<file path="config.mk">
export PLATFORM = sky130hd
export DESIGN_NAME = latch_write_arbiter_flat
export DESIGN_NICKNAME = d
export VERILOG_FILES = /design/src/rtl/latch_write_arbiter_if.sv /design/src/rtl/latch_write_arbiter.sv /design/src/flat_wrapper.sv
export SDC_FILE = /design/constraint.sdc
export NUM_CORES = 1
export LEC_CHECK = 0
export ABC_AREA = 0
export CORE_UTILIZATION = 25
export DETAILED_ROUTE_END_ITERATION = 7
export PLACE_DENSITY = 0.5
export SYNTH_ARGS = -nofsm -noshare
export SYNTH_HDL_FRONTEND = slang
export SYNTH_SLANG_ARGS = --single-unit
</file>
<file path="constraint.sdc">
create_clock -name clk -period 2.7 [get_ports clk]
set_input_delay 0.405 -clock clk [delete_from_list [all_inputs] [get_ports clk]]
set_output_delay 0.405 -clock clk [all_outputs]
set_load 0.01 [all_outputs]
</file>
<file path="src/rtl/latch_write_arbiter_if.sv">
// Requester-side bus for latch_write_arbiter: write requests, per-requester data,
// one-hot grant/ack and a busy indication.
interface latch_write_arbiter_if #(
  parameter int N_REQ = 4,
  parameter int WIDTH = 4
);
  logic [N_REQ-1:0]       req;
  logic [N_REQ*WIDTH-1:0] wdata;
  logic [N_REQ-1:0]       gnt;
  logic [N_REQ-1:0]       ack;
  logic                   busy;

  modport master (output req, wdata, input gnt, ack, busy);
  modport slave  (input req, wdata, output gnt, ack, busy);
endinterface

</file>
<file path="src/rtl/latch_write_arbiter.sv">
// latch_write_arbiter: round-robin arbiter that owns the clk/d pins of one shared
// level-sensitive latch and runs a setup / transparent / hold sequence per write.
// Optional feature macro READBACK_CHECK_EN: adds q_in and a sticky readback
// mismatch flag (err); without it err is tied low and there is no q_in port.
//
// state | meaning
// IDLE  | latch closed, arbitrating pending requests from rr_ptr upward
// SETUP | winner's data on latch_d, latch still closed
// OPEN  | latch transparent for OPEN_CYC cycles
// HOLD  | latch closed, data held stable, ack pulsed to the winner
module latch_write_arbiter #(
  parameter int N_REQ    = 4,
  parameter int WIDTH    = 4,
  parameter int OPEN_CYC = 2
) (
  input  logic                 clk,
  input  logic                 rst_n,
  latch_write_arbiter_if.slave bus,
  output logic                 latch_clk,
  output logic [WIDTH-1:0]     latch_d,
`ifdef READBACK_CHECK_EN
  input  logic [WIDTH-1:0]     q_in,
`endif
  output logic                 err
);

  localparam int PW  = $clog2(N_REQ);
  localparam int OCW = (OPEN_CYC > 1) ? $clog2(OPEN_CYC) : 1;
  localparam logic [OCW-1:0]   OPEN_LAST = OCW'(OPEN_CYC - 1);
  localparam logic [N_REQ-1:0] ONE_HOT0  = {{(N_REQ-1){1'b0}}, 1'b1};
  localparam logic [PW-1:0]    LAST_REQ  = PW'(N_REQ - 1);

  typedef enum logic [1:0] {S_IDLE, S_SETUP, S_OPEN, S_HOLD} state_t;

  state_t             state_q, state_d;
  logic [N_REQ-1:0]   gnt_q, gnt_d;
  logic [N_REQ-1:0]   ack_q, ack_d;
  logic               busy_q, busy_d;
  logic               latch_clk_q, latch_clk_d;
  logic [WIDTH-1:0]   latch_d_q, latch_d_d;
  logic [PW-1:0]      rr_ptr_q, rr_ptr_d;
  logic [PW-1:0]      winner_q, winner_d;
  logic [OCW-1:0]     open_cnt_q, open_cnt_d;

  logic [WIDTH-1:0]   slice [N_REQ];
  logic               pick_found;
  logic [PW-1:0]      pick_idx;
  int                 cand;

  for (genvar i = 0; i < N_REQ; i++) begin : g_slice
    assign slice[i] = bus.wdata[i*WIDTH +: WIDTH];
  end

  // Round-robin pick: first pending request at or above rr_ptr, wrapping.
  always_comb begin
    pick_found = 1'b0;
    pick_idx   = '0;
    cand       = 0;
    for (int k = 0; k < N_REQ; k++) begin
      cand = int'(rr_ptr_q) + k;
      if (cand >= N_REQ) cand = cand - N_REQ;
      if (!pick_found && bus.req[PW'(cand)]) begin
        pick_found = 1'b1;
        pick_idx   = PW'(cand);
      end
    end
  end

  // Next-state and next-output logic for the write sequence.
  always_comb begin
    state_d     = state_q;
    gnt_d       = gnt_q;
    ack_d       = '0;
    latch_clk_d = 1'b0;
    latch_d_d   = latch_d_q;
    rr_ptr_d    = rr_ptr_q;
    winner_d    = winner_q;
    open_cnt_d  = open_cnt_q;
    unique case (state_q)
      S_IDLE: begin
        if (pick_found) begin
          state_d   = S_SETUP;
          gnt_d     = ONE_HOT0 << pick_idx;
          latch_d_d = slice[pick_idx];
          winner_d  = pick_idx;
        end
      end
      S_SETUP: begin
        state_d     = S_OPEN;
        latch_clk_d = 1'b1;
        open_cnt_d  = '0;
      end
      S_OPEN: begin
        open_cnt_d = open_cnt_q + 1'b1;
        if (open_cnt_q == OPEN_LAST) begin
          state_d = S_HOLD;
          ack_d   = gnt_q;
        end else begin
          latch_clk_d = 1'b1;
        end
      end
      S_HOLD: begin
        state_d  = S_IDLE;
        gnt_d    = '0;
        rr_ptr_d = (winner_q == LAST_REQ) ? '0 : winner_q + 1'b1;
      end
      default: state_d = S_IDLE;
    endcase
    busy_d = (state_d != S_IDLE);
  end

  // FSM state and all registered outputs; reset aborts any write in progress.
  always_ff @(posedge clk) begin
    if (!rst_n) begin
      state_q     <= S_IDLE;
      gnt_q       <= '0;
      ack_q       <= '0;
      busy_q      <= 1'b0;
      latch_clk_q <= 1'b0;
      latch_d_q   <= '0;
      rr_ptr_q    <= '0;
      winner_q    <= '0;
      open_cnt_q  <= '0;
    end else begin
      state_q     <= state_d;
      gnt_q       <= gnt_d;
      ack_q       <= ack_d;
      busy_q      <= busy_d;
      latch_clk_q <= latch_clk_d;
      latch_d_q   <= latch_d_d;
      rr_ptr_q    <= rr_ptr_d;
      winner_q    <= winner_d;
      open_cnt_q  <= open_cnt_d;
    end
  end

  assign bus.gnt   = gnt_q;
  assign bus.ack   = ack_q;
  assign bus.busy  = busy_q;
  assign latch_clk = latch_clk_q;
  assign latch_d   = latch_d_q;

`ifdef READBACK_CHECK_EN
  logic err_q, err_d;

  // Readback compare in HOLD, when the latch is closed and must show latch_d.
  always_comb err_d = err_q | ((state_q == S_HOLD) && (q_in != latch_d_q));

  // Sticky mismatch flag, cleared only by reset.
  always_ff @(posedge clk) begin
    if (!rst_n) err_q <= 1'b0;
    else        err_q <= err_d;
  end

  assign err = err_q;
`else
  assign err = 1'b0;
`endif

endmodule

</file>
<file path="src/flat_wrapper.sv">
// flat-port wrapper written by rule: the top's interface ports become plain ports
module latch_write_arbiter_flat 
#(
  parameter int N_REQ    = 4,
  parameter int WIDTH    = 4,
  parameter int OPEN_CYC = 2
)
  (clk, rst_n, latch_clk, latch_d, err, bus_req, bus_wdata, bus_gnt, bus_ack, bus_busy);
  latch_write_arbiter_if #(.N_REQ(N_REQ), .WIDTH(WIDTH)) bus_i ();
  input  logic clk;
  input  logic rst_n;
  output logic latch_clk;
  output logic [WIDTH-1:0] latch_d;
  output logic err;
  input wire logic [$bits(bus_i.req)-1:0] bus_req;
  input wire logic [$bits(bus_i.wdata)-1:0] bus_wdata;
  output wire logic [$bits(bus_i.gnt)-1:0] bus_gnt;
  output wire logic [$bits(bus_i.ack)-1:0] bus_ack;
  output wire logic [$bits(bus_i.busy)-1:0] bus_busy;
  assign bus_i.req = bus_req;
  assign bus_i.wdata = bus_wdata;
  assign bus_gnt = bus_i.gnt;
  assign bus_ack = bus_i.ack;
  assign bus_busy = bus_i.busy;
  latch_write_arbiter #(.N_REQ(N_REQ), .WIDTH(WIDTH), .OPEN_CYC(OPEN_CYC)) u_core (.clk(clk), .rst_n(rst_n), .bus(bus_i), .latch_clk(latch_clk), .latch_d(latch_d), .err(err));
endmodule
</file>
==> impl_metrics.env <==
export IMPL_htree_levels=1
export IMPL_cts_reportedPaths_clkPinSlew_ns=0.08
export IMPL_drive_gt1_share_pct=8.609
export IMPL_ys_ff_latch=21
export IMPL_report_final_hold_viol_count=0
export IMPL_period_minus_slack_ns=2.000
export IMPL_sw_frac_of_total_pct=31.52
export IMPL_leakage_power_summed_over_all_cells_nw=0.6152
export IMPL_yosys_top_cells_area="sky130_fd_sc_hd__dfxtp_1 (38%), sky130_fd_sc_hd__mux2i_1 (9.0%), sky130_fd_sc_hd__ha_1 (6.8%)"
export IMPL_clk_root_buffer_cell="sky130_fd_sc_hd__clkbuf_8"
export IMPL_synth_xor_area_share_pct=0
export IMPL_largest_family_of_logic_cells_by_synthesized_area="simple AND/OR/NAND/NOR gates"
export IMPL_cts_sinks=21
export IMPL_status="finished, final reports clean"
export IMPL_syn_area_um2=1107
export IMPL_average_routed_wire_per_standard_cell_um=12.07
export IMPL_instance_count_of_the_mapped_netlist=117
export IMPL_route_detailed_vias_per_inst=4.587
export IMPL_n_antenna_cell=0
export IMPL_nNetsFinal=180
export IMPL_design_core_area_um2=4115
export IMPL_grt_setup_unrepaired="false"
export IMPL_grt_overflow_total=0
export IMPL_cts_buffers_inserted=3
export IMPL_tritoncts_clock_tree="yes"
export IMPL_synthesis_yosys_warnings=0
export IMPL_route_final_wire_length_um=2427
export IMPL_synthSimpleGateAreaFrac_pct=25.42
export IMPL_fin_area_um2=1529
export IMPL_max_slew_margin_rel_pct=57.50
export IMPL_routabilityCongestion=0.6872
export IMPL_power_internal_w=0.0005970
export IMPL_largest_net_degree_at_the_start_of_global_routing=22
export IMPL_clock_power_share_pct=24.0
export IMPL_area_share_of_the_largest_cell_type_after_synthesis_pct=37.97
export IMPL_average_cell_area_after_synthesis_um2=9.464
export IMPL_seq_pwr_share_pct=42.4
export IMPL_ys_types=32
export IMPL_muxShareOfSynthArea_pct=9.040
export IMPL_die_x_um=68.55
export IMPL_cts_path_max_buffers=2
export IMPL_overall_global_routing_resource_usage_pct=11.31
export IMPL_cts_post_setup_buffers_inserted=0
export IMPL_num_vias=922
export IMPL_timing_max_transition_violations_final=0
export IMPL_worst_slew_pin_slew_ns=0.6355
export IMPL_holdBufCountCts=0
export IMPL_critical_path_arrival_ns=2.16
export IMPL_power_switching_w=0.0002748
export IMPL_route_antenna_remaining_nets=0
export IMPL_adder_cell_area_share_of_the_yosys_netlist_pct=6.780
export IMPL_setup_violations=0
export IMPL_maximum_ir_drop_on_the_vdd_rail_mv=0.1799
export IMPL_drt_iter0_markers=28
export IMPL_numPortBuffers=35
export IMPL_clock_insertion_delay_worst_skew_ns=0.26
export IMPL_ctsResizeCount=0
export IMPL_syn_num_nets=145
export IMPL_via_count_of_the_first_global_routing_pass=855
export IMPL_start_util_pct=26.91
export IMPL_compound_cell_area_share_of_the_yosys_netlist_pct=14.69
export IMPL_die_h_um=68.55
export IMPL_synthToLayoutAreaGrowth_pct=38.08
export IMPL_synth_largest_area_cell="sky130_fd_sc_hd__dfxtp_1"
export IMPL_timing_critical_path_from_type="input port"
export IMPL_ys_seq_area_share_pct=37.97
export IMPL_dp_hpwl_um=1875
export IMPL_antenna_found_initial=0
export IMPL_global_route_wire_length_before_repair_um=3857
export IMPL_final_period_utilization_pct=74.06
export IMPL_drt_pass1_iterations=4
export IMPL_fin_setup_tns_ns=0
export IMPL_clock_fmax_mhz=500.1
export IMPL_fp_dieArea_um2=4699
export IMPL_combPwrFrac_pct=33.7
export IMPL_rows=23
export IMPL_path_max_fanout=9
export IMPL_maxCapViolations=0
export IMPL_fin_worst_skew_ns=0.001034
export IMPL_critical_path_endpoint_type="flop"
export IMPL_worstHoldPathType="flop to flop"
export IMPL_placement_stage_cell_area_um2=1483
export IMPL_cp_data_required_time_ns=2.86
export IMPL_timing_setup_critical_path_class="input port to flop"
export IMPL_remaining_drcs=0
export IMPL_fin_total_pwr_w=0.0008718
export IMPL_p_per_area_nw_per_um2=570.2
export IMPL_boundaryPins=37
## cell usage in the layout (no fill, tap or decap), drive strengths merged
cell           instances
inv                    7
a211o                  1
nor3b                  1
or3                    1
nor3                   1
conb                   1
nand3b                 1
ha                     6
mux2i                 10
a21boi                 1
clkinv                 1
nor2b                  3
and3                   2
dfxtp                 21
nand2                  5
o221ai                 4
a32oi                  1
and2                   7
clkbuf                 3
nand2b                 4
or2                    1
a21oi                  8
nor2                   7
clkdlybuf4s50         35
a32o                   1
nand3                  9
o21ai                  6
o22ai                  1
o21a                   1
nor4                   1
## path summary, 6_finish.rpt
| kind | startpoint | endpoint | slack, ns | cells after the start |
|---|---|---|---|---|
| max | bus_req[0] | u_core.bus.gnt[0] | 0.70 | 6 |
| min | u_core.bus.gnt[3] | u_core.bus.gnt[3] | 0.47 | 2 |
| max reg2reg | u_core.state_q[0] | u_core.bus.busy | 1.13 | 6 |
| min reg2reg | u_core.bus.gnt[3] | u_core.bus.gnt[3] | 0.47 | 2 |
## area by class of cell
class	instances	area (um^2)
Fill cell	423	2586
Sequential cell	21	420.4
Clock inverter	1	5.005
Inverter	7	26.28
Multi-Input combinational cell	84	623.1
Tap cell	50	62.56
Clock buffer	3	41.29
Timing Repair Buffer	35	350.3
## routing by layer
layer  global-route usage (%)  part of all wire, %  vias up
met5                        0                    0        -
met3                    2.467                  4.7        5
met4                    5.469                  2.1        0
li1                         -                    -      474
met1                    14.16                   45      419
met2                    18.26                   48       24
## critical path, stage by stage
cell and delay, ns:
sky130_fd_sc_hd__clkdlybuf4s50_1 0.48, sky130_fd_sc_hd__nor4_2 0.41, sky130_fd_sc_hd__nand2b_1 0.39, sky130_fd_sc_hd__nor2_4 0.09, sky130_fd_sc_hd__and3_4 0.19, sky130_fd_sc_hd__a32o_1 0.19
## metrics by stage
step | setup slack, ns | hold slack, ns | instances | utilization (%)
5_1_grt | 0.5981 | 0.4930 | 201 | 37.15
2_1_floorplan | 1.199 | 0.4827 | 117 | -
4_1_cts | 0.7025 | 0.4698 | 201 | 37.15
3_5_place_dp | 0.4421 | 0.4586 | 197 | 36.03
3_3_place_gp | 0.4911 | 0.4623 | 197 | 36.03
6_report | 0.7004 | 0.4679 | 201 | 37.15
## flip-flops by register name, summed over array words and instances (netlist names)
register / flops
u_core.latch_d: 4
u_core.bus.ack: 4
u_core.open_cnt_q: 1
u_core.bus.gnt: 4
u_core.state_q: 2
u_core.winner_q: 2
u_core.rr_ptr_q: 2
u_core.latch_clk: 1
u_core.bus.busy: 1
## logic make-up (layout without fill, tap and decap cells)
family                   after synthesis  in the layout
multiplexers                          10             10
other                                  1              1
AO/OA/AOI/OAI                         24             24
AND/OR/NAND/NOR                       43             43
adder cells (fa/ha/maj)                6              6
flip-flops                            21             21
buffers and inverters                 12             46
## cells in the mapped netlist (all sizes together)
cell type,number
ha,6
a21boi,1
a21oi,8
o221ai,4
buf,3
mux2i,10
inv,7
conb,1
nor3,1
o21a,1
nor2,7
o22ai,1
nand3b,1
o21ai,6
and3,2
and2,7
nor3b,1
nand2b,4
a211o,1
or2,1
a32oi,1
dfxtp,21
nor4,1
nand2,5
a32o,1
or3,1
clkbuf,2
nand3,9
nor2b,3
## power groups by stage
stage	Combinational, W	Clock, W	Sequential [W]
CTS	0.000295	0.000214	0.000370
global route	0.000324	0.000230	0.000374
finish	0.000293	0.000209	0.000369
detailed placement	0.000292	0	0.000378
global placement	0.000288	0	0.000378
floorplan	0.000177	0	0.000386
(Power assumes the default switching activity.)
